[src/rtl/i2c_master_wr.sv]
// rtl/i2c_master_wr.sv - write-only I2C master: START, address+W, DATA_BYTES payload bytes, STOP
//
// Sends {SLAVE_ADDR, 1'b0, write_data_i} MSB first. Every bus slot is four
// quarter-period ticks long, with one tick every CLK_HZ/(4*SCL_HZ) clk_i cycles.
//
// Optional feature macro: I2C_ACK_CHECK_EN
//   defined   : a NACK aborts the transfer, goes straight to STOP and raises error_o.
//   undefined : ACK slots are ignored (SCCB style), all bytes are sent, error_o stays 0.
//
// Ports:
//   clk_i        in   system clock
//   reset_i      in   asynchronous active-high reset
//   write_data_i in   payload [8*DATA_BYTES-1:0], most significant byte sent first
//   valid_i      in   payload valid, taken when ready_o=1
//   ready_o      out  idle, a payload can be accepted
//   done_o       out  one-cycle pulse at the end of a transaction
//   error_o      out  sticky NACK flag of the last transaction
//   scl_o        out  I2C clock, push-pull
//   sda_oe_o     out  1 pulls SDA low, 0 releases it
//   sda_i        in   synchronised SDA line
module i2c_master_wr #(
  parameter int         CLK_HZ     = 100_000_000,
  parameter int         SCL_HZ     = 100_000,
  parameter logic [6:0] SLAVE_ADDR = 7'h21,
  parameter int         DATA_BYTES = 2
) (
  input  logic                    clk_i,
  input  logic                    reset_i,
  input  logic [8*DATA_BYTES-1:0] write_data_i,
  input  logic                    valid_i,
  output logic                    ready_o,
  output logic                    done_o,
  output logic                    error_o,
  output logic                    scl_o,
  output logic                    sda_oe_o,
  input  logic                    sda_i
);

  localparam int DIV_RAW = CLK_HZ / (4 * SCL_HZ);
  localparam int DIV     = (DIV_RAW < 1) ? 1 : DIV_RAW;
  localparam int DW      = (DIV > 1) ? $clog2(DIV) : 1;
  localparam int SW      = 8 * (DATA_BYTES + 1);

`ifdef I2C_ACK_CHECK_EN
  localparam bit ACK_CHECK = 1'b1;
`else
  localparam bit ACK_CHECK = 1'b0;
`endif

  typedef enum logic [2:0] {IDLE, START, BIT, ACK, STOP, DONE} state_t;

  state_t          state;
  logic [DW-1:0]   div_cnt;
  logic [1:0]      qtr;       // quarter index inside the current slot
  logic [2:0]      bit_cnt;   // bit index inside the current byte
  logic [2:0]      byte_cnt;  // 0 = address byte, then payload bytes
  logic [SW-1:0]   sr;
  logic            nack;      // a NACK was sampled during this transaction
  logic            tick;

  assign tick = (div_cnt == DW'(DIV - 1));

  // Outputs for quarter k are written on the tick that ends quarter k-1,
  // so every bus output comes straight from a flop.
  always_ff @(posedge clk_i or posedge reset_i) begin
    if (reset_i) begin
      state    <= IDLE;
      div_cnt  <= '0;
      qtr      <= '0;
      bit_cnt  <= '0;
      byte_cnt <= '0;
      sr       <= '0;
      nack     <= 1'b0;
      scl_o    <= 1'b1;
      sda_oe_o <= 1'b0;
      ready_o  <= 1'b1;
      done_o   <= 1'b0;
      error_o  <= 1'b0;
    end else begin
      if (state == IDLE || tick)
        div_cnt <= '0;
      else
        div_cnt <= div_cnt + DW'(1);

      case (state)
        IDLE: begin
          if (valid_i && ready_o) begin
            sr       <= {SLAVE_ADDR, 1'b0, write_data_i};
            state    <= START;
            ready_o  <= 1'b0;
            error_o  <= 1'b0;
            nack     <= 1'b0;
            qtr      <= '0;
            bit_cnt  <= '0;
            byte_cnt <= '0;
          end
        end

        START: begin
          if (tick) begin
            qtr <= qtr + 2'd1;
            case (qtr)
              2'd0: sda_oe_o <= 1'b1;            // SDA falls while SCL high
              2'd2: scl_o    <= 1'b0;
              2'd3: begin
                state    <= BIT;
                sda_oe_o <= ~sr[SW-1];
              end
              default: ;
            endcase
          end
        end

        BIT: begin
          if (tick) begin
            qtr <= qtr + 2'd1;
            case (qtr)
              2'd1: scl_o <= 1'b1;
              2'd3: begin
                scl_o   <= 1'b0;
                sr      <= {sr[SW-2:0], 1'b0};
                bit_cnt <= bit_cnt + 3'd1;
                if (bit_cnt == 3'd7) begin
                  state    <= ACK;
                  sda_oe_o <= 1'b0;
                end else begin
                  sda_oe_o <= ~sr[SW-2];         // next bit after the shift
                end
              end
              default: ;
            endcase
          end
        end

        ACK: begin
          if (tick) begin
            qtr <= qtr + 2'd1;
            case (qtr)
              2'd1: scl_o <= 1'b1;
              2'd2: nack  <= nack | sda_i;       // middle of the SCL-high phase
              2'd3: begin
                scl_o <= 1'b0;
                if (byte_cnt == 3'(DATA_BYTES) || (ACK_CHECK && nack)) begin
                  state    <= STOP;
                  sda_oe_o <= 1'b1;
                end else begin
                  state    <= BIT;
                  byte_cnt <= byte_cnt + 3'd1;
                  sda_oe_o <= ~sr[SW-1];
                end
              end
              default: ;
            endcase
          end
        end

        STOP: begin
          if (tick) begin
            qtr <= qtr + 2'd1;
            case (qtr)
              2'd0: scl_o    <= 1'b1;
              2'd2: sda_oe_o <= 1'b0;            // SDA rises while SCL high
              2'd3: begin
                state   <= DONE;
                done_o  <= 1'b1;
                error_o <= ACK_CHECK && nack;
              end
              default: ;
            endcase
          end
        end

        DONE: begin
          state   <= IDLE;
          done_o  <= 1'b0;
          ready_o <= 1'b1;
        end

        default: state <= IDLE;
      endcase
    end
  end

endmodule
[config.mk]
export PLATFORM = sky130hd
export DESIGN_NAME = i2c_master_wr
export DESIGN_NICKNAME = d
export VERILOG_FILES = /design/src/rtl/i2c_master_wr.sv
export SDC_FILE = /design/constraint.sdc
export NUM_CORES = 1
export LEC_CHECK = 0
export BUFFER_PORTS_ARGS = -buffer_cell sky130_fd_sc_hd__buf_2
export CAP_MARGIN = 20
export CELL_PAD_IN_SITES_DETAIL_PLACEMENT = 0
export CELL_PAD_IN_SITES_GLOBAL_PLACEMENT = 1
export CORE_MARGIN = 2
export CORE_UTILIZATION = 46
export CTS_CLUSTER_DIAMETER = 40
export DETAILED_ROUTE_END_ITERATION = 8
export GPL_TIMING_DRIVEN = 1
export PLACE_DENSITY = 0.85
export SLEW_MARGIN = 30
export SYNTH_ARGS = -nofsm -noshare
export SYNTH_HDL_FRONTEND = slang
export SYNTH_SLANG_ARGS = --single-unit
[constraint.sdc]
create_clock -name clk_i -period 2.5 [get_ports clk_i]
set_input_delay 0.5 -clock clk_i [delete_from_list [all_inputs] [get_ports clk_i]]
set_output_delay 0.5 -clock clk_i [all_outputs]
set_load 0.03 [all_outputs]
---- Word-level counts from Yosys, hierarchy flattened ----
Cells that the tools add are included.
word-level totals
  input port bits ......................... 20
  output and inout bits ................... 5
  bits in registers ....................... 48
  logic and storage cells ................. 121
cells by class
  equality and inequality tests ........... 29
  add/sub/neg operators ................... 4
  multiplexer cells ....................... 52
  bitwise logic cells ..................... 2
  reductions and logical operators ........ 23
operator list
  cell                                                   count
  2-to-1 mux 24 bit                                      3
  2-to-1 mux 3 bit                                       17
  case mux 24 bit (2 select lines)                       1
  inequality test 2 bit, second input constant           11
  2-to-1 mux 1 bit                                       17
  case mux 3 bit (5 select lines)                        1
  case mux 3 bit (2 select lines)                        2
  nonzero test 2 bit                                     6
  inequality test 2 x 1 -> 1 bit, second input constant  5
  case mux 1 bit (2 select lines)                        5
  AND reduction 10 bit                                   1
  equality test 3 x 2 -> 1 bit, second input constant    3
  equality test 3 bit, second input constant             3
  AND reduction 9 bit                                    1
  adder 8 x 1 -> 8 bit, second input constant            1
  equality test 8 bit, second input constant             1
  2-to-1 mux 8 bit                                       1
  AND reduction 4 bit                                    2
  AND reduction 7 bit                                    1
  adder 3 x 1 -> 3 bit, second input constant            2
  AND reduction 3 bit                                    2
  AND reduction 5 bit                                    1
  equality test 2 bit, second input constant             2
  2-to-1 mux 2 bit                                       2
  18 further kinds                                       19

---- Depth between registers and ports, before layout ----
  depth in word-level cells ............... 5
  mapped depth ............................ 9
  depth with buffers taken out ............ 6

---- Worst setup path before layout ----
Ideal clock, no wire load.
  kind .................................... reg-to-reg
  from .................................... register div_cnt[0]
  to ...................................... register sr[10]
  library setup time ...................... 78 ps
  setup slack ............................. 717 ps
  cell stages (with the launch flop) ...... 9
  arrival time ............................ 1,706 ps
  period minus slack after synthesis ...... 1,783 ps
  required time ........................... 2,422 ps
  path buffers ............................ 3
  cells stage by stage .................... dfrtp_1 -> ha_1 -> and4b_1 -> and4_4 -> buf_6 -> or2_1 -> buf_6 -> buf_6 -> a21oi_1
between the ends
  longest elaborated chain between the ends .. 3
RTL lines
  element                          RTL line  text
  from (decl)                      53        logic [DW-1:0] div_cnt;
  from (signal assigned)           83        div_cnt <= div_cnt + DW'(1);
  equality test 8 bit              61        assign tick = (div_cnt == DW'(DIV - 1));
  inequality test 2 bit (no line)  -
  AND reduction 4 bit (no line)    -
  to (signal assigned)             88        sr <= {SLAVE_ADDR, 1'b0, write_data_i};
  to (signal assigned)             121       sr <= {sr[SW-2:0], 1'b0};
  to (decl)                        57        logic [SW-1:0] sr;
No other way between the ends.
A chain may end at the register's enable or synchronous reset.

---- Worst setup path in the final report ----
  from .................................... register div_cnt[1]
  to ...................................... register sr[22]
The elaborated chain is that of the path after synthesis.

==> results.md <==
- Vert. Die Dim: 77.3 um
- CTS tree: done
- N_diodes: 0
- Library cells used by synthesis: 49
- GRT overflow: 0
- Cell Int Power: 998 uW
- Crit path DAT: 2.35 ns
- Flop and latch count out of synthesis: 47
- Total number of vias: 1794
- Number of synthesized flops with an enable pin: 0
- R2R Path End: sr[22]
- Postcts setup bufs: 0
- DR pass1 iterations: 4
- Initial core utilization: 48.1%
- Core box area: 5140 um2
- Synth top area cells: dfrtp_1 46%, mux2i_1 7.7%, ha_1 5.1%
- Power per cell area: 474 nW/um2
- Area leader, netlist: dfrtp_1
- Slew Viols, Final: 0
- Iter 0 DRT Violations: 99
- Clk sinks: 47
- H-tree levels: 2
- Die area: 5970 um2
- Critical Path Fanout Max: 18
- Layout Cells excl Fill: 326
- Net load switching power: 288 uW
- Startpoint Class: flop
- Total GRT Usage: 16.7%
- Worst-margin pin slew: 0.665 ns
- Logic gate share of total power: 3.0%
- Outcome: finished, final reports clean
- Flop pwr share: 59.1%
- Hold_buf cts: 0
- Row cnt: 26
- Final hold vios: 0
- Mapped Area: 2470 um2
- Final Critical Period: 2.12 ns
- DRC: 0
- Max-cap viol count: 0
- Post-DP HPWL: 3.15 mm
- Largest net degree at the start of global routing: 48
- DR WL/cell: 14.3 um
- Crit Path Class: flop to flop
- Die width: 77.3 um
- Detail Route Antenna Nets: 0
- Sw Share: 22.4%
- VDD IR max: 0.204 mV
- CP startpoint: div_cnt[1]
- Clock Tree Buf Depth: 2
- WHS: 0.323 ns
- Cells on worst reg2reg path: 6
- Cts repair resizes: 0
- Dpl cells: 319
- Slew headroom: 55.7%
- Syn Nets: 266
- CP Capture Type: flop
- Clock-pin slew on the worst setup and hold paths: 0.09 ns
- RSZ-0062 raised after global routing: no
- IO buf count: 22
- Top-area cell type share of the netlist area: 45.6%
- Lkg Pwr: 0.00121 uW
- WP data required: 2.74 ns
- Worst Skew: 0.0101 ns
- Hold WC Path Type: input port to async pin
- GPL Wtd Cong: 0.797
- Fraction of the cycle the final worst path needs: 84.7%
- Worst R2R Start: div_cnt[1]
- Clk_lat worst skew: 0.30 ns
- Post-synth top flop: dfrtp_1
- Final #Nets: 286
- Final Power: 1290 uW
- Syn_area_per_cell: 10.5 um2
- First-pass GRT wire length: 8.00 mm
- I/O pin count: 25
- Clock Tree Root: clkbuf_8
- Maximum clock frequency: 472 MHz
- Setup TNS: 0 ns
- Clock power share: 37.9%
- CP endpoint: sr[22]
- Warnings, synthesis: 0
- Seq/Total Area, Yosys: 47.7%
- Area Overhead vs Synth: 9.93%
- Number of global-route vias before repair: 1687
- Number of buffers created by CTS: 5
- Final WL: 4.66 mm
- Async SR Flop Fraction: 100%
- Cell count after synthesis: 236
- Share of cells above drive strength 1: 16.8%
- R2r setup slk: 0.38 ns
- Via-to-Cell Ratio: 5.50
- Filler cell count: 500
- Initial antenna violation count: 0
- Setup violations, final: 0
through the flow:
| stage | worst slack (ns) | utilization (%) | instance area [um2] |
|---|---|---|---|
| 2_1_floorplan | 0.717 | - | 2470 |
| 3_3_place_gp | 0.417 | 51.0 | 2620 |
| 3_5_place_dp | 0.398 | 51.0 | 2620 |
| 4_1_cts | 0.361 | 52.8 | 2720 |
| 5_1_grt | 0.235 | 52.8 | 2720 |
| 6_report | 0.383 | 52.8 | 2720 |
cells by family after synthesis:
logic type | share of synthesized area, %
AO/OA/AOI/OAI | 15.0
XOR/XNOR | 2.48
adder cells (fa/ha/maj) | 5.07
buffers and inverters | 4.96
flip-flops | 47.7
multiplexers | 7.70
other | 0.152
AND/OR/NAND/NOR | 16.9
Yosys cell counts (all sizes together) (4+ instances only):
master   n
nand3    5
mux2i   19
o211ai   4
clkbuf   6
a22o     9
a21oi   20
buf     10
o21ai    5
nor3    17
dfrtp   45
ha      10
inv      7
nor2    17
xor2     4
nand2   10
final cells by class:
type	instances	area [um2]	area share [%]
Tap cell	70	87.6	3.23
Inverter	7	26.3	0.968
Sequential cell	47	1180	43.4
Clock inverter	1	8.76	0.323
Multi-Input combinational cell	166	1170	43.0
Timing Repair Buffer	29	163	5.99
Clock buffer	6	82.6	3.04
layer usage:
layer	track usage (%)	vias up	part of all wire (%)
li1	-	893	-
met1	22.9	874	50
met4	5.36	0	0.90
met3	4.00	5	2.5
met5	0	-	0
met2	26.3	22	47
registers in the layout, indices dropped and copies added (netlist names):
| name | flops |
|---|---|
| sda_oe_o | 1 |
| sr | 24 |
| bit_cnt | 3 |
| byte_cnt | 3 |
| done_o | 1 |
| scl_o | 1 |
| div_cnt | 8 |
| qtr | 2 |
| state | 3 |
| ready_o | 1 |
power by group through the flow:
stage               Sequential, uW  Combinational (uW)  Clock, uW
finish                         760                38.9        487
global route                   760                45.4        527
CTS                            760                40.9        496
detailed placement             775                40.6          0
global placement               775                40.3          0
floorplan                      775                21.0          0
worst min path at each step:
| stage | cells past startpoint | startpoint | slack (ns) | endpoint |
|---|---|---|---|---|
| after global placement | 1 | bit_cnt[0] | 0.47 | bit_cnt[0] |
| after detailed placement | 1 | bit_cnt[0] | 0.48 | bit_cnt[0] |
| after CTS | 3 | reset_i | 0.36 | byte_cnt[0] |
| after floorplan | 1 | bit_cnt[0] | 0.46 | bit_cnt[0] |
| final | 3 | reset_i | 0.32 | sr[4] |
| after global routing | 3 | reset_i | 0.39 | sr[4] |
worst max-delay path: stages (launching register included):
cell     delay (ns)
dfrtp_1        0.42
inv_1          0.07
ha_1           0.16
and4b_1        0.30
and4_4         0.33
or2_1          0.52
o22a_1         0.25
placed cells by master (no fill, tap or decap), drive strengths merged, types with 3 or more instances in the layout:
cell type  instances
xnor2              3
a22o               9
buf               29
o21ai              5
nand3              5
xor2               4
nand4              3
dfrtp             45
o211ai             4
mux2i             19
ha                10
o31ai              3
nor2              17
nor2b              3
clkbuf             6
a21oi             20
nand2             10
nor3              17
inv                8
a31oi              3
(Power assumes the default switching activity.)
